<file path="config.mk">
export PLATFORM = sky130hd
export DESIGN_NAME = uart_tx_param_flat
export DESIGN_NICKNAME = d
export VERILOG_FILES = /design/src/rtl/uart_pkg.sv /design/src/rtl/uart_tx_param_if.sv /design/src/rtl/uart_baud_gen.sv /design/src/rtl/uart_tx_param.sv /design/src/flat_wrapper.sv
export SDC_FILE = /design/constraint.sdc
export NUM_CORES = 1
export LEC_CHECK = 0
export CAP_MARGIN = 5
export CORE_ASPECT_RATIO = 0.7
export CORE_MARGIN = 1.5
export CORE_UTILIZATION = 56
export DETAILED_ROUTE_END_ITERATION = 12
export GPL_TIMING_DRIVEN = 0
export HOLD_SLACK_MARGIN = 0.1
export MAX_ROUTING_LAYER = met4
export PLACE_DENSITY_LB_ADDON = 0.1
export SYNTH_ARGS = -nofsm -noshare
export SYNTH_HDL_FRONTEND = slang
export SYNTH_SLANG_ARGS = --single-unit
</file>
<file path="constraint.sdc">
create_clock -name clk -period 2.15 [get_ports clk]
set_clock_uncertainty 0.1 [all_clocks]
set_input_delay 0.215 -clock clk [delete_from_list [all_inputs] [get_ports clk]]
set_output_delay 0.215 -clock clk [all_outputs]
set_load 0.01 [all_outputs]
</file>
<file path="src/rtl/uart_pkg.sv">
// Shared UART definitions: parity codes, FSM states and
// divider / counter-width helpers used by the tx and rx paths.
package uart_pkg;

    localparam int PAR_NONE = 0;
    localparam int PAR_ODD  = 1;
    localparam int PAR_EVEN = 2;

    typedef enum logic [2:0] {
        ST_IDLE   = 3'd0,
        ST_START  = 3'd1,
        ST_DATA   = 3'd2,
        ST_PARITY = 3'd3,
        ST_STOP   = 3'd4
    } state_e;

    function automatic int calc_div(input int clk_freq, input int baud);
        return clk_freq / baud;
    endfunction

    function automatic int cnt_width(input int n);
        return (n < 2) ? 1 : $clog2(n);
    endfunction

endpackage

</file>
<file path="src/rtl/uart_tx_param_if.sv">
// Valid/ready word handshake between a producer and the
// UART transmitter.
interface uart_tx_param_if #(
    parameter int DATA_BITS = 8
);
    logic [DATA_BITS-1:0] tx_data;
    logic                 tx_valid;
    logic                 tx_ready;

    modport master (output tx_data, output tx_valid, input tx_ready);
    modport slave  (input tx_data, input tx_valid, output tx_ready);
endinterface

</file>
<file path="src/rtl/uart_baud_gen.sv">
// Bit-period counter: counts 0..DIV-1 and pulses bit_end_o on
// the last cycle of each bit; restart_i holds it at zero.
module uart_baud_gen
    import uart_pkg::*;
#(
    parameter int DIV = 2
) (
    input  logic clk,
    input  logic rst_n,
    input  logic restart_i,
    output logic bit_end_o
);
    localparam int            CW   = cnt_width(DIV);
    localparam logic [CW-1:0] LAST = CW'(DIV - 1);

    logic [CW-1:0] cnt_q;
    logic [CW-1:0] cnt_d;

    assign bit_end_o = (cnt_q == LAST);

    // wrap at the bit boundary or when held in restart
    always_comb begin
        cnt_d = cnt_q + CW'(1);
        if (restart_i || bit_end_o) begin
            cnt_d = '0;
        end
    end

    // counter register
    always_ff @(posedge clk or negedge rst_n) begin
        if (!rst_n) begin
            cnt_q <= '0;
        end else begin
            cnt_q <= cnt_d;
        end
    end
endmodule

</file>
<file path="src/rtl/uart_tx_param.sv">
// Parametrised UART transmitter: start bit, LSB-first data,
// optional parity, 1 or 2 stop bits, gapless back-to-back.
module uart_tx_param
    import uart_pkg::*;
#(
    parameter int CLK_FREQ  = 27000000,
    parameter int BAUD_RATE = 9600,
    parameter int DATA_BITS = 8,
    parameter int PARITY    = 0,
    parameter int STOP_BITS = 1
) (
    input  logic            clk,
    input  logic            rst_n,
    uart_tx_param_if.slave  tx_if,
    output logic            tx,
    output logic            busy
);
    localparam int         DIV       = calc_div(CLK_FREQ, BAUD_RATE);
    localparam logic [3:0] LAST_DATA = 4'(DATA_BITS - 1);
    localparam logic [3:0] LAST_STOP = 4'(STOP_BITS - 1);

    if (DIV < 2) begin : g_bad_div
        $error("uart_tx_param: CLK_FREQ/BAUD_RATE must be >= 2");
    end
    if (DATA_BITS < 5 || DATA_BITS > 9) begin : g_bad_data
        $error("uart_tx_param: DATA_BITS must be 5..9");
    end
    if (PARITY < PAR_NONE || PARITY > PAR_EVEN) begin : g_bad_par
        $error("uart_tx_param: PARITY must be 0, 1 or 2");
    end
    if (STOP_BITS < 1 || STOP_BITS > 2) begin : g_bad_stop
        $error("uart_tx_param: STOP_BITS must be 1 or 2");
    end

    state_e               state_q, state_d;
    logic [DATA_BITS-1:0] shreg_q, shreg_d;
    logic [3:0]           bit_q, bit_d;
    logic                 par_q, par_d;
    logic                 tx_q, tx_d;
    logic                 busy_q;
    logic                 bit_end;
    logic                 last_stop;
    logic                 hs;
    logic                 par_in;

    uart_baud_gen #(
        .DIV(DIV)
    ) u_baud (
        .clk      (clk),
        .rst_n    (rst_n),
        .restart_i(state_q == ST_IDLE),
        .bit_end_o(bit_end)
    );

    assign last_stop = (state_q == ST_STOP) && bit_end && (bit_q == LAST_STOP);
    assign tx_if.tx_ready = rst_n && ((state_q == ST_IDLE) || last_stop);
    assign hs = tx_if.tx_valid && tx_if.tx_ready;
    assign par_in = (PARITY == PAR_ODD) ? ~(^tx_if.tx_data) : ^tx_if.tx_data;
    assign tx = tx_q;
    assign busy = busy_q;

    // frame sequencing and next line level
    always_comb begin
        state_d = state_q;
        shreg_d = shreg_q;
        bit_d   = bit_q;
        par_d   = par_q;
        tx_d    = tx_q;
        unique case (state_q)
            ST_IDLE: begin
                tx_d = 1'b1;
            end
            ST_START: begin
                if (bit_end) begin
                    state_d = ST_DATA;
                    tx_d    = shreg_q[0];
                    shreg_d = shreg_q >> 1;
                    bit_d   = '0;
                end
            end
            ST_DATA: begin
                if (bit_end) begin
                    if (bit_q == LAST_DATA) begin
                        bit_d = '0;
                        if (PARITY != PAR_NONE) begin
                            state_d = ST_PARITY;
                            tx_d    = par_q;
                        end else begin
                            state_d = ST_STOP;
                            tx_d    = 1'b1;
                        end
                    end else begin
                        tx_d    = shreg_q[0];
                        shreg_d = shreg_q >> 1;
                        bit_d   = bit_q + 4'd1;
                    end
                end
            end
            ST_PARITY: begin
                if (bit_end) begin
                    state_d = ST_STOP;
                    tx_d    = 1'b1;
                    bit_d   = '0;
                end
            end
            ST_STOP: begin
                if (bit_end) begin
                    if (bit_q == LAST_STOP) begin
                        state_d = ST_IDLE;
                    end else begin
                        bit_d = bit_q + 4'd1;
                    end
                end
            end
            default: begin
                state_d = ST_IDLE;
                tx_d    = 1'b1;
            end
        endcase
        // a handshake (idle or last stop cycle) always starts a frame
        if (hs) begin
            state_d = ST_START;
            tx_d    = 1'b0;
            shreg_d = tx_if.tx_data;
            par_d   = par_in;
            bit_d   = '0;
        end
    end

    // state, datapath and registered line outputs
    always_ff @(posedge clk or negedge rst_n) begin
        if (!rst_n) begin
            state_q <= ST_IDLE;
            shreg_q <= '0;
            bit_q   <= '0;
            par_q   <= 1'b0;
            tx_q    <= 1'b1;
            busy_q  <= 1'b0;
        end else begin
            state_q <= state_d;
            shreg_q <= shreg_d;
            bit_q   <= bit_d;
            par_q   <= par_d;
            tx_q    <= tx_d;
            busy_q  <= (state_d != ST_IDLE);
        end
    end
endmodule

</file>
<file path="src/flat_wrapper.sv">
// flat-port wrapper written by rule: the top's interface ports become plain ports
module uart_tx_param_flat import uart_pkg::*;
#(
    parameter int CLK_FREQ  = 27000000,
    parameter int BAUD_RATE = 9600,
    parameter int DATA_BITS = 8,
    parameter int PARITY    = 0,
    parameter int STOP_BITS = 1
)
  (clk, rst_n, tx, busy, tx_if_tx_data, tx_if_tx_valid, tx_if_tx_ready);
  uart_tx_param_if #(.DATA_BITS(DATA_BITS)) tx_if_i ();
  input  logic clk;
  input  logic rst_n;
  output logic tx;
  output logic busy;
  input wire logic [$bits(tx_if_i.tx_data)-1:0] tx_if_tx_data;
  input wire logic [$bits(tx_if_i.tx_valid)-1:0] tx_if_tx_valid;
  output wire logic [$bits(tx_if_i.tx_ready)-1:0] tx_if_tx_ready;
  assign tx_if_i.tx_data = tx_if_tx_data;
  assign tx_if_i.tx_valid = tx_if_tx_valid;
  assign tx_if_tx_ready = tx_if_i.tx_ready;
  uart_tx_param #(.CLK_FREQ(CLK_FREQ), .BAUD_RATE(BAUD_RATE), .DATA_BITS(DATA_BITS), .PARITY(PARITY), .STOP_BITS(STOP_BITS)) u_core (.clk(clk), .rst_n(rst_n), .tx_if(tx_if_i), .tx(tx), .busy(busy));
endmodule
</file>
# Yosys cells after proc, flatten, opt, wreduce, memory -nomap -nowiden
# Cells that the tools add are included.
dict set report totals {
  register_bits 29
  inputBits 11
}
dict set report classes {
  add_sub_neg 2
  eq_ne 14
  mux 27
  reduce_logical 15
}
# operator n
set ops {}
lappend ops {{two-way mux 8 bit} 4}
lappend ops {{two-way mux 4 bit} 6}
lappend ops {{two-way mux 3 bit} 7}
lappend ops {{case mux 8 bit (2 select lines)} 1}
lappend ops {{inequality test 3 x 1 -> 1 bit (second input constant)} 5}
lappend ops {{case mux 3 bit (5 select lines)} 1}
lappend ops {{adder 12 x 1 -> 12 bit (second input constant)} 1}
lappend ops {{== test 12 bit (second input constant)} 1}
lappend ops {{two-way mux 12 bit} 1}
lappend ops {{case mux 4 bit (3 select lines)} 1}
lappend ops {{AND reduction 4 bit} 2}
lappend ops {{== test 3 x 2 -> 1 bit (second input constant)} 2}
lappend ops {{inequality test 3 x 2 -> 1 bit (second input constant)} 2}
lappend ops {{nonzero test 3 bit} 2}
lappend ops {{two-way mux 1 bit} 5}
lappend ops {{AND reduction 5 bit} 1}
lappend ops {{adder 4 x 1 -> 4 bit (second input constant)} 1}
lappend ops {{== test 4 x 3 -> 1 bit (second input constant)} 1}
lappend ops {{logical AND 1 bit} 4}
lappend ops {{logical NOT 4 bit} 1}
lappend ops {{case mux 1 bit (4 select lines)} 1}
lappend ops {{nonzero test 4 bit} 1}
lappend ops {{== test 3 x 1 -> 1 bit (second input constant)} 1}
lappend ops {{== test 3 bit (second input constant)} 1}
lappend ops {{4 further kinds} 5}

# Depth between registers and ports, before layout
# Gate-level depths: netlist of run 1.
dict set report logic_depth {
  word_depth 8
  mapped_depth 8
}

# By module
# From an unflattened synthesis of run 1, not the netlist that was laid out.
dict set report hier_totals {
  cells_unflattened 157
  area_unflattened_um2 1560.2
}
# mod instances cells_each area_each_um2 seq_area_each_um2
set by_module_without_submodules {}
lappend by_module_without_submodules {uart_tx_param 1 98 948.4 426.7}
lappend by_module_without_submodules {uart_baud_gen 1 59 611.8 300.3}

# Worst setup path before layout of run 1
# No wires, ideal clock.
dict set report synth_path {
  path_type {reg2reg}
  from {reg u_core.bit_q[0]}
  to {reg u_core.shreg_q[0]}
  setup_ns 0.126
  arrival_time_ns 1.715
  required_ns 1.924
  slack_ns 0.209
  path_stages_with_launch 9
  synth_period_minus_slack_ns 1.941
  cell_sequence {dfrtp_1 -> inv_1 -> ha_1 -> nor3b_1 -> o21a_1 -> and4_1 -> buf_2 -> a21oi_1 -> a221o_1}
}
dict set report synth_between {
  elab_chain_cells 7
}
# element line_no
set synth_lines {}
lappend synth_lines {{start, declared} uart_tx_param.sv:37} ;# logic [3:0] bit_q, bit_d;
lappend synth_lines {{start signal, assigned} uart_tx_param.sv:142} ;# bit_q <= bit_d;
lappend synth_lines {{logical NOT 4 bit} uart_tx_param.sv:55} ;# assign last_stop = (state_q == ST_STOP) && bit_end && (bit_q == LAST_STOP);
lappend synth_lines {{logical AND 1 bit} uart_tx_param.sv:55}
lappend synth_lines {{logical OR 1 bit} uart_tx_param.sv:56} ;# assign tx_if.tx_ready = rst_n && ((state_q == ST_IDLE) || last_stop);
lappend synth_lines {{logical AND 1 bit} uart_tx_param.sv:56}
lappend synth_lines {{logical AND 1 bit} uart_tx_param.sv:57} ;# assign hs = tx_if.tx_valid && tx_if.tx_ready;
lappend synth_lines {{inequality test 3 x 2 -> 1 bit (no line), or another cell as far along} n/a}
lappend synth_lines {{AND reduction 4 bit (no line)} n/a}
lappend synth_lines {{end signal, assigned} uart_tx_param.sv:141} ;# shreg_q <= shreg_d;
lappend synth_lines {{end, declared} uart_tx_param.sv:36} ;# logic [DATA_BITS-1:0] shreg_q, shreg_d;
# Parallel ways exist; a longest one is shown, timed or not.
# A chain may end at the register's enable or synchronous reset.

# Worst setup path in the final report of run 1
dict set report layout_path {
  from {reg u_core.state_q[0]}
  to {reg u_core.bit_q[2]}
}
dict set report layout_between {
  elab_chain_cells 8
}
# element line_no
set layout_lines {}
lappend layout_lines {{start, declared} uart_tx_param.sv:35} ;# state_e state_q, state_d;
lappend layout_lines {{start signal, assigned} uart_tx_param.sv:140} ;# state_q <= state_d;
lappend layout_lines {{== test 3 bit} {uart_tx_param.sv:55, uart_tx_param.sv:69}}
lappend layout_lines {{logical AND 1 bit (2 in a row)} uart_tx_param.sv:55}
lappend layout_lines {{logical OR 1 bit} uart_tx_param.sv:56}
lappend layout_lines {{logical AND 1 bit} uart_tx_param.sv:56}
lappend layout_lines {{logical AND 1 bit} uart_tx_param.sv:57}
lappend layout_lines {{inequality test 3 x 1 -> 1 bit (no line), or another cell as far along} n/a}
lappend layout_lines {{AND reduction 5 bit (no line)} n/a}
# Parallel ways exist; a longest one is shown, timed or not.

==> out/qor.yml, run 1 <==
status:
  status: "completed"
worst_hold_path:
  min_path_type: "in -> reg"
clock_network:
  clk_pin_slew_ns: 0.06
  clock_path_buffers: 2
  htree_levels: 2
  cts_tree: "built"
  cts_inserted_buffers: 5
  clock_latency_ns: 0.28
  root_buffer: "clkbuf_8"
  cts_sinks: 29
power_and_ir_drop:
  worst_ir_drop_vdd_v: 0.000400
  leakage_nw: 0.922
  powerDensity_nw_per_um2: 566
placement:
  place_inst: 212
  place.gp.congestion: 0.938
  placed_area_um2: 1790
  dp_hpwl_um: 2450
  dp_slack_ns: -0.302
  portBuffers: 13
floorplan:
  fp.dieW_um: 66.7
  rows: 15
  core_um2: 2570
  die-area_um2: 3180
  io_pins: 14
  die_h_um: 47.6
  start_util_pct: 61.9
timing:
  hold_viol_final: 0
  fmax_ghz: 0.471
  setup_viol_count_final: 0
  slew_headroom_pct: 57.6
  finalCritPeriodShare_pct: 98.8
  max_slew.worst_pin.slew_ns: 0.634
  layout_setup_ws_ns: 0.0261
  fin_crit_ns: 2.12
  rsz0062_at_grt: "true"
  report.final.slew_viol_count: 0
  holdWs_ns: 0.363
finish:
  fillers: 148
  final_common_cell: "dfrtp_1"
  drive_above_1_share_pct: 20.6
  num-nets-final: 207
  postLayoutCellArea_um2: 2050
  post-route-util_pct: 79.9
  stdcell_count: 228
  multi_input_area_um2: 891
  antennaDiodeCount: 0
  regArea_um2: 727
  layout_common_cells: "dfrtp_1, nor2_1, nand2_1"
  syn_to_final_growth_pct: 28.9
logic_synthesis:
  synth-seq-area-share_pct: 45.6
  synth_top_cell_by_area: "dfrtp_1"
  synth_area_um2: 1590
  ys.flop_type: "dfrtp_1"
  ys_top_cells_by_area: "dfrtp_1, nand2_1, nor2_1, xor2_1, mux2i_1"
  yosysWarnings: 0
  synth_cell_types: 45
  ys_ff_latch: 29
  netlist_instances: 164
  synth_top_area_share_pct: 44.0
  synth_edf_count: 0
  postSynthAreaPerCell_um2: 9.71
  syn_nets: 178
  async_flop_share_pct: 100
global_routing:
  grt_max_degree: 20
  track_usage_pct: 27.7
  grt_pass1_vias: 1238
  overflow: 0
  grt_pass1_wl_um: 5930
  grt_antenna_before_repair: 0
job:
  cap_viol_max_count: 0
worst_setup_path:
  crit_fanout: 10
  rrSetupSlack_ns: 0.03
  crit_chain: "buf_6, or3b_4, o21ai_2, nand2_2, or4b_1, a21oi_1"
  cp.arrival_ns: 2.23
  critPathSlowestCell: "or4b_1"
  critPathLaunchType: "flip-flop"
  path_class: "reg -> reg"
  critPathTopFamily: "simple AND/OR/NAND/NOR gates"
  cpPeakStageDelay_ns: 0.51
  path_buf_inv: 1
  worstPathRequired_ns: 2.26
  critPathCaptureType: "flip-flop"
drt:
  route.met2.wl_um: 1820
  vias: 1370
  top_layer_used: "met4"
  drtPass1Iterations: 4
  drt-vias-per-instance: 6.01
  routed_wl_um: 3840
  drtIter0Drc: 221
  met1Wirelength_um: 1690
  avgRoutedWirePerCell_um: 16.9
  route.detailed.drc: 0
  ant_nets: 0
  wl_met3_um: 236
Yosys cell counts, types with 2 or more instances:
library cell / count
dfrtp_1: 28
o21ai_0: 12
ha_1: 3
nor4bb_1: 2
nor3_2: 2
nand4_1: 3
and3_1: 2
mux2i_1: 6
xor2_1: 7
inv_1: 5
and4_1: 2
nand2_1: 20
a21oi_1: 6
nand3_1: 6
nor2_1: 19
nor2b_1: 3
nand2b_1: 2
buf_2: 4
xnor2_1: 4
or3_1: 3
where the power goes:
group          leakage [nW]  total (W)  switching [W]  internal (W)
clock                0.0585   0.000578       0.000201      0.000377
sequential            0.319   0.000546              0      0.000546
combinational         0.544  0.0000388      0.0000155     0.0000232
path summary, 6_finish.rpt:
path	to	start	cells after the start
worst max-delay path	u_core.bit_q[2]$_DFFE_PN0P_	u_core.state_q[0]$_DFF_PN0_	6
max in group asynchronous	u_core.shreg_q[1]$_DFFE_PN0P_	rst_n	3
worst max register to register	u_core.bit_q[2]$_DFFE_PN0P_	u_core.state_q[0]$_DFF_PN0_	6
worst min-delay path	u_core.shreg_q[7]$_DFFE_PN0P_	tx_if_tx_data[7]	3
min in group asynchronous	u_core.u_baud.cnt_q[7]$_DFF_PN0_	rst_n	3
worst min register to register	u_core.shreg_q[7]$_DFFE_PN0P_	u_core.shreg_q[7]$_DFFE_PN0P_	2
area by class of cell:
class                           instances  area share [%]
Clock inverter                          1            1.46
Inverter                                5           0.914
Tap cell                               34            2.07
Sequential cell                        29            35.4
Timing Repair Buffer                   22            10.5
Buffer                                  6            2.01
Multi-Input combinational cell        124            43.4
Clock buffer                            7            4.20
per-layer routing:
layer	track usage, %	up-vias
li1	-	628
met1	35.4	668
met2	44.2	57
met3	6.35	17
met4	9.80	0
met5	-	-
registers in the layout, summed over array words and instances (netlist names):
register             flops
u_core.u_baud.cnt_q     12
u_core.tx                1
u_core.shreg_q           8
u_core.bit_q             4
u_core.busy              1
u_core.state_q           3
tightest hold or removal path, cell delays in order:
cell	delay, ns
clkdlybuf4s50_1	0.40
nand2_1	0.05
nand2_1	0.04
stage by stage:
stage	TNS [ns]	total power (W)
6_report	0	0.00116
3_3_place_gp	-6.70	0.000586
5_1_grt	-0.0300	0.00120
3_5_place_dp	-1.07	0.000593
2_1_floorplan	0	0.000557
4_1_cts	-0.0126	0.00118
timing repair:
item                                    4_1_cts  5_1_grt
resized for setup                             9       13
endpoints found under the hold margin        14        0
buffers inserted                              4        2
endpoints found under the setup margin        2       10
pin swaps                                     3        3
hold buffers                                  2        0
cells by family after synthesis:
| logic type | Yosys count | share of synthesized area (%) |
|---|---|---|
| buffers and inverters | 11 | 3.38 |
| multiplexers | 6 | 3.77 |
| AND/OR/NAND/NOR | 77 | 27.7 |
| AO/OA/AOI/OAI | 27 | 11.2 |
| adder cells (fa/ha/maj) | 3 | 2.36 |
| XOR/XNOR | 11 | 6.05 |
| flip-flops | 29 | 45.6 |
(Power assumes the default switching activity.)
==> run 2, diff against run 1 <==
--- a/config.mk
+++ b/config.mk
@@ -8,7 +8,7 @@
 export CAP_MARGIN = 5
 export CORE_ASPECT_RATIO = 0.7
 export CORE_MARGIN = 1.5
-export CORE_UTILIZATION = 56
+export CORE_UTILIZATION = 60
 export DETAILED_ROUTE_END_ITERATION = 12
 export GPL_TIMING_DRIVEN = 0
 export HOLD_SLACK_MARGIN = 0.1
@@ -16,4 +16,5 @@
 export PLACE_DENSITY_LB_ADDON = 0.1
 export SYNTH_ARGS = -nofsm -noshare
 export SYNTH_HDL_FRONTEND = slang
+export SYNTH_HIERARCHICAL = 1
 export SYNTH_SLANG_ARGS = --single-unit
==> constraint.sdc (replaced) <==
create_clock -name clk -period 2.6 [get_ports clk]
set_clock_uncertainty 0.1 [all_clocks]
set_input_delay 0.26 -clock clk [delete_from_list [all_inputs] [get_ports clk]]
set_output_delay 0.26 -clock clk [all_outputs]
set_load 0.01 [all_outputs]
==> run 2 against run 1 <==
  * Design area decreased by 7.7%
  * Clock-buffer cell count increased by 1
  * Sequential power decreased by 16%
  * Setup slack improved by 0.098 ns
  * Via count decreased by 1.5%
  * Power decreased by 27%
  * Register-to-register slack improved by 0.11 ns
  * Die area decreased by 8.1%
  * Critical endpoint is now tx_if_tx_ready
  * Largest power group is now registers
==> out/qor.yml, run 2 <==
worst_setup_path:
  cpPeakStageDelay_ns: 0.45  # was 0.51 ns
  critPathLaunchType: "flip-flop"  # unchanged
  critPathSlowestCell: "dfrtp_2"  # was or4b_1
  rrSetupSlack_ns: 0.14  # was 0.03 ns
  cp.arrival_ns: 2.12  # was 2.23 ns
  path_class: "reg -> out"  # was reg -> reg
  worstPathRequired_ns: 2.24  # was 2.26 ns
  critPathCaptureType: "primary output"  # was flip-flop
  crit_chain: "or3b_4, nor3_4, nand4bb_1, nand2_2, and3_1, dlygate4sd2_1"  # was buf_6, or3b_4, o21ai_2, nand2_2, or4b_1, a21oi_1
  crit_fanout: 5  # was 10
  reg2reg_from: "u_core/u_baud/cnt_q[2]$_DFF_PN0_"  # was u_core.state_q[0]$_DFF_PN0_
  r2r-end: "u_core/shreg_q[4]$_DFFE_PN0P_"  # was u_core.bit_q[2]$_DFFE_PN0P_
  r2r_cells: 10  # was 6
timing:
  rsz0062_at_grt: "false"  # was true
  layout_setup_ws_ns: 0.125  # was 0.0261 ns
  holdWs_ns: 0.282  # was 0.363 ns
  hold_viol_final: 0  # unchanged
  fmax_ghz: 0.404
  report.final.slew_viol_count: 0  # unchanged
  slew_headroom_pct: 56.2  # was 57.6%
  max_slew.worst_pin.slew_ns: 0.655  # was 0.634 ns
  setup_viol_count_final: 0  # unchanged
  finalCritPeriodShare_pct: 95.2
  fin_crit_ns: 2.48
finish:
  antennaDiodeCount: 0  # unchanged
  drive_above_1_share_pct: 17.5  # was 20.6%
  syn_to_final_growth_pct: 21.4  # was 28.9%
  regMostFlops: "u_core/u_baud/cnt_q"  # was u_core.u_baud.cnt_q
  reg_top3: "u_core/u_baud/cnt_q (12), u_core/shreg_q (8), u_core/bit_q (4)"  # was u_core.u_baud.cnt_q (12), u_core.shreg_q (8), u_core.bit_q (4)
  fillers: 169  # was 148
  final_common_cell: "dfrtp_1"  # unchanged
  num-nets-final: 196  # was 207
  stdcell_count: 217  # was 228
  largest_register_ffs: 12  # unchanged
  layout_common_cells: "dfrtp_1, a21oi_1, nand2_1"  # was dfrtp_1, nor2_1, nand2_1
  postLayoutCellArea_um2: 1890  # was 2050 um^2
  post-route-util_pct: 77.0  # was 79.9%
logic_synthesis:
  ys_ff_latch: 29  # unchanged
  synth_top_cell_by_area: "dfrtp_1"  # unchanged
  synth.most_common_cell: "dfrtp_1"  # unchanged
  netlist_instances: 157  # was 164
  synth_edf_count: 0  # unchanged
  synth-seq-area-share_pct: 46.6  # was 45.6%
  synth_cell_types: 50  # was 45
  yosysWarnings: 6  # was 0
  synth_area_um2: 1560  # was 1590 um^2
  ys_top_cells_by_area: "dfrtp_1, a21oi_1, nand2_1, a2bb2oi_1, o21ai_0"  # was dfrtp_1, nand2_1, nor2_1, xor2_1, mux2i_1
  synthTopCellsByCount: "dfrtp_1, a21oi_1, nand2_1, nor2_1, o21ai_0"  # was dfrtp_1, nand2_1, nor2_1, o21ai_0, xor2_1
  syn_nets: 171  # was 178
  postSynthAreaPerCell_um2: 9.94  # was 9.71 um^2
  synth_top_area_share_pct: 44.9  # was 44.0%
  async_flop_share_pct: 100  # unchanged
  ys.flop_type: "dfrtp_1"  # unchanged
power_and_ir_drop:
  leakage_nw: 0.791  # was 0.922 nW
  powerDensity_nw_per_um2: 445  # was 566 nW/um^2
  worst_ir_drop_vdd_v: 0.000336  # was 0.000400 V
clock_network:
  clock_latency_ns: 0.28  # about the same
  clock_path_buffers: 2  # unchanged
  cts_sinks: 29  # unchanged
  clk_pin_slew_ns: 0.06  # about the same
  cts_inserted_buffers: 5  # unchanged
  root_buffer: "clkbuf_8"  # unchanged
  ctsHoldBuffers: 0  # was 2
  cts_tree: "built"  # unchanged
  htree_levels: 2  # unchanged
floorplan:
  core_um2: 2460  # was 2570 um^2
  die-area_um2: 2920  # was 3180 um^2
  start_util_pct: 63.5  # was 61.9%
  die_h_um: 45.7  # was 47.6 um
  rows: 15  # unchanged
  fp.dieW_um: 64.0  # was 66.7 um
  io_pins: 14  # unchanged
placement:
  dp_hpwl_um: 2350  # was 2450 um
  dp_slack_ns: -0.0135  # was -0.302 ns
  placed_area_um2: 1760  # was 1790 um^2
  portBuffers: 13  # unchanged
  place_inst: 205  # was 212
  place.gp.congestion: 0.893  # was 0.938
drt:
  avgRoutedWirePerCell_um: 15.8  # was 16.9 um
  vias: 1349  # was 1,370
  route.detailed.drc: 0  # unchanged
  routed_wl_um: 3430  # was 3840 um
  drtPass1Iterations: 4  # unchanged
  drtIter0Drc: 129  # was 221
  ant_nets: 0  # unchanged
  drt-vias-per-instance: 6.22  # was 6.01
global_routing:
  track_usage_pct: 27.3  # was 27.7%
  overflow: 0  # unchanged
  grt_pass1_vias: 1231  # was 1,238
  grt_antenna_before_repair: 0  # unchanged
  grt_max_degree: 21  # was 20
  grt_pass1_wl_um: 5810  # was 5930 um
job:
  cap_viol_max_count: 0  # unchanged
status:
  status: "completed"  # unchanged
worst_hold_path:
  min_path_type: "in -> async"  # was in -> reg
## run 2: worst max path at each step
stage | from | end | slack [ns] | cells past startpoint
floorplan | u_core/u_baud/cnt_q[2]$_DFF_PN0_ | u_core/busy$_DFF_PN0_ | 0.34 | 6
global placement | rst_n | u_core/shreg_q[5]$_DFFE_PN0P_ | -0.41 | 6
detailed placement | rst_n | u_core/shreg_q[4]$_DFFE_PN0P_ | -0.01 | 7
CTS | u_core/u_baud/cnt_q[2]$_DFF_PN0_ | u_core/shreg_q[4]$_DFFE_PN0P_ | 0.07 | 10
global route | u_core/u_baud/cnt_q[2]$_DFF_PN0_ | tx_if_tx_ready | 0.02 | 6
finish | u_core/u_baud/cnt_q[2]$_DFF_PN0_ | tx_if_tx_ready | 0.12 | 6
## run 2: cell families (layout without fill, tap and decap cells)
logic type / count (synthesis) / after routing / synth area share [%]
compound gates: 49 / 49 / 21.9
fa+ha+maj: 3 / 3 / 2.41
xor+xnor: 3 / 3 / 1.68
flops: 29 / 29 / 46.6
simple gates: 60 / 60 / 23.5
buf+inv: 13 / 39 / 3.93
## run 2: layout make-up
cell class	instances	area [um^2]	area share (%)
Timing Repair Buffer	18	186	9.84
Buffer	7	42.5	2.25
Multi-Input combinational cell	115	792	41.8
Tap cell	34	42.5	2.25
Sequential cell	29	728	38.4
Inverter	6	22.5	1.19
Clock buffer	8	80.1	4.23
## run 2: per-stage QoR
step                      TNS, ns  total power (W)
after floorplan                 0         0.000470
after global placement      -4.87         0.000495
after detailed placement  -0.0305         0.000501
after CTS                       0         0.000850
after global routing            0         0.000867
final                           0         0.000843
## run 2: what timing repair did
action                     4_1_cts  5_1_grt
gates resized for setup          7        4
setup buffers                    4        0
setup endpoints to repair        1        9
pin swaps                        2        0
## run 2: power by group
group | switching (W) | leakage [nW] | internal [W] | total [W]
Combinational | 0.0000150 | 0.425 | 0.0000222 | 0.0000372
Sequential | 0.00000201 | 0.327 | 0.000454 | 0.000456
Clock | 0.000160 | 0.0395 | 0.000190 | 0.000350
Total | 0.000177 | 0.791 | 0.000666 | 0.000843
## run 2: routing by layer
metal	vias to the layer above	global-route usage (%)	wire, um
li1	634	-	-
met1	660	38.5	1640
met2	49	38.8	1560
met3	6	6.68	194
met4	0	9.13	41
met5	-	-	0
## run 2: worst max-delay path: cells and delay by family (launching register included)
kind          cells  cell delay (ns)
flops             1             0.45
simple gates      5             1.12
buf+inv           1             0.26
==> run 3, diff against run 2 <==
--- a/config.mk
+++ b/config.mk
@@ -8,7 +8,7 @@
 export CAP_MARGIN = 5
 export CORE_ASPECT_RATIO = 0.7
 export CORE_MARGIN = 1.5
-export CORE_UTILIZATION = 60
+export CORE_UTILIZATION = 40
 export DETAILED_ROUTE_END_ITERATION = 12
 export GPL_TIMING_DRIVEN = 0
 export HOLD_SLACK_MARGIN = 0.1
==> run 3 against run 2 <==
  * Flip-flop and latch count did not move
  * Critical path depth did not move
  * Setup slack got worse by 0.010 ns
  * Critical path type unchanged
  * Highest routed layer unchanged
==> out/qor.yml, run 3 (synthesis gave the netlist of run 2 again) <==
global_routing:
  track_usage_pct: 16.6  # was 27.3%
  grt_pass1_wl_um: 5340  # was 5810 um
  grt_pass1_vias: 1147  # was 1,231
  grt_max_degree: 33  # was 21
  overflow: 0  # unchanged
  grt_antenna_before_repair: 0  # unchanged
finish:
  largest_register_ffs: 12  # unchanged
  layout_common_cells: "dfrtp_1, a21oi_1, nand2_1"  # unchanged
  syn_to_final_growth_pct: 20.3  # was 21.4%
  regMostFlops: "u_core/u_baud/cnt_q"  # unchanged
  fillers: 351  # was 169
  drive_above_1_share_pct: 14.9  # was 17.5%
  final_common_cell: "dfrtp_1"  # unchanged
  stdcell_count: 231  # was 217
  reg_top3: "u_core/u_baud/cnt_q (12), u_core/shreg_q (8), u_core/bit_q (4)"  # unchanged
  post-route-util_pct: 51.8  # was 77.0%
  antennaDiodeCount: 0  # unchanged
  num-nets-final: 194  # was 196
worst_setup_path:
  critPathLaunchType: "flip-flop"  # unchanged
  crit_fanout: 5  # unchanged
  cp.arrival_ns: 2.13  # was 2.12 ns
  critPathCaptureType: "primary output"  # unchanged
  r2r_cells: 6  # was 10
  r2r-end: "u_core/shreg_q[7]$_DFFE_PN0P_"  # was u_core/shreg_q[4]$_DFFE_PN0P_
  reg2reg_from: "u_core/u_baud/cnt_q[2]$_DFF_PN0_"  # unchanged
  path_class: "reg -> out"  # unchanged
  rrSetupSlack_ns: 0.19  # was 0.14 ns
  worstPathRequired_ns: 2.24  # about the same
floorplan:
  die-area_um2: 4290  # was 2920 um^2
  fp.dieW_um: 77.6  # was 64.0 um
  io_pins: 14  # unchanged
  rows: 18  # was 15
  die_h_um: 55.3  # was 45.7 um
  start_util_pct: 43.0  # was 63.5%
  core_um2: 3630  # was 2460 um^2
drt:
  avgRoutedWirePerCell_um: 13.9  # was 15.8 um
  drtPass1Iterations: 4  # unchanged
  wl_met3_um: 227  # was 194 um
  vias: 1289  # was 1,349
  top_layer_used: "met4"  # unchanged
  drtIter0Drc: 61  # was 129
  route.met2.wl_um: 1230  # was 1560 um
  routed_wl_um: 3200  # was 3430 um
  route.detailed.drc: 0  # unchanged
  ant_nets: 0  # unchanged
  met1Wirelength_um: 1680  # was 1640 um
  drt-vias-per-instance: 5.58  # was 6.22
placement:
  place_inst: 220  # was 205
  dp_hpwl_um: 2240  # was 2350 um
  portBuffers: 13  # unchanged
  dp_slack_ns: 0.0469  # was -0.0135 ns
  place.gp.congestion: 0.900  # was 0.893
clock_network:
  root_buffer: "clkbuf_8"  # unchanged
  clock_path_buffers: 2  # unchanged
  clk_pin_slew_ns: 0.06  # about the same
  cts_tree: "built"  # unchanged
  htree_levels: 2  # unchanged
  cts_inserted_buffers: 5  # unchanged
  clock_latency_ns: 0.28  # about the same
  cts_sinks: 29  # unchanged
power_and_ir_drop:
  powerDensity_nw_per_um2: 463  # was 445 nW/um^2
  worst_ir_drop_vdd_v: 0.000246  # was 0.000336 V
  leakage_nw: 0.778  # was 0.791 nW
  finalPower_w: 0.000869  # was 0.000843 W
status:
  status: "completed"  # unchanged
timing:
  max_slew.worst_pin.slew_ns: 0.444  # was 0.655 ns
  layout_setup_ws_ns: 0.114  # was 0.125 ns
  fmax_ghz: 0.402  # was 0.404 GHz
  setup_viol_count_final: 0  # unchanged
  slew_headroom_pct: 70.3  # was 56.2%
  fin_crit_ns: 2.49  # was 2.48 ns
  hold_viol_final: 0  # unchanged
  report.final.slew_viol_count: 0  # unchanged
  finalCritPeriodShare_pct: 95.6  # was 95.2%
  tns_ns: 0  # unchanged
  rsz0062_at_grt: "false"  # unchanged
job:
  cap_viol_max_count: 0  # unchanged
worst_hold_path:
  min_path_type: "in -> async"  # unchanged
-- run 3: stage by stage --
stage | hold slack [ns] | area (um^2)
2_1_floorplan | -0.136 | 1560
3_3_place_gp | 0.387 | 1750
3_5_place_dp | 0.249 | 1750
4_1_cts | 0.405 | 1870
5_1_grt | 0.420 | 1880
6_report | 0.378 | 1880
-- run 3: final cells by class --
cell class                 count  area, um^2  share of cell area [%]
multi-input combinational    115         783                    41.7
clock buffer                   8        90.1                    4.80
inverter                       6        22.5                    1.20
sequential                    29         728                    38.8
timing repair buffer          16         151                    8.07
tap                           50        62.6                    3.33
buffer                         7        38.8                    2.07
-- run 3: worst max path at each step --
stage | start | endpoint | slack, ns
5_1_grt | u_core/u_baud/cnt_q[2]$_DFF_PN0_ | tx_if_tx_ready | 0.07
4_1_cts | u_core/u_baud/cnt_q[2]$_DFF_PN0_ | tx_if_tx_ready | 0.13
3_3_place_gp | rst_n | u_core/shreg_q[7]$_DFFE_PN0P_ | -0.56
3_5_place_dp | u_core/u_baud/cnt_q[2]$_DFF_PN0_ | tx_if_tx_ready | 0.05
6_report | u_core/u_baud/cnt_q[2]$_DFF_PN0_ | tx_if_tx_ready | 0.11
2_1_floorplan | u_core/u_baud/cnt_q[2]$_DFF_PN0_ | u_core/busy$_DFF_PN0_ | 0.34
-- run 3: report_power, final --
group	internal, W	switching, W
clock	0.000215	0.000166
combinational	0.0000184	0.0000137
sequential	0.000454	0.00000206
total	0.000688	0.000182
-- run 3: metal layers --
metal	GRT usage [%]	vias to the layer above
met5	-	-
met3	5.12	7
met4	7.79	0
met1	25.1	619
li1	-	628
met2	19.3	35
-- run 3: repair_timing --
item                                    CTS  global route
hold buffers                              1             0
resized for setup                         4             1
endpoints found under the setup margin    1             8
pin swaps                                 3             0
hold endpoints to repair                 28             0
cloned                                    0             0
buffers inserted                          2             0
-- run 3: worst max-delay path, stage by stage, from the launching register on --
cell and delay, ns:
dfrtp_2 0.45, or3b_4 0.44, nor3_4 0.20, nand4bb_1 0.20, nand2_1 0.12, and3_1 0.16, dlygate4sd2_1 0.27
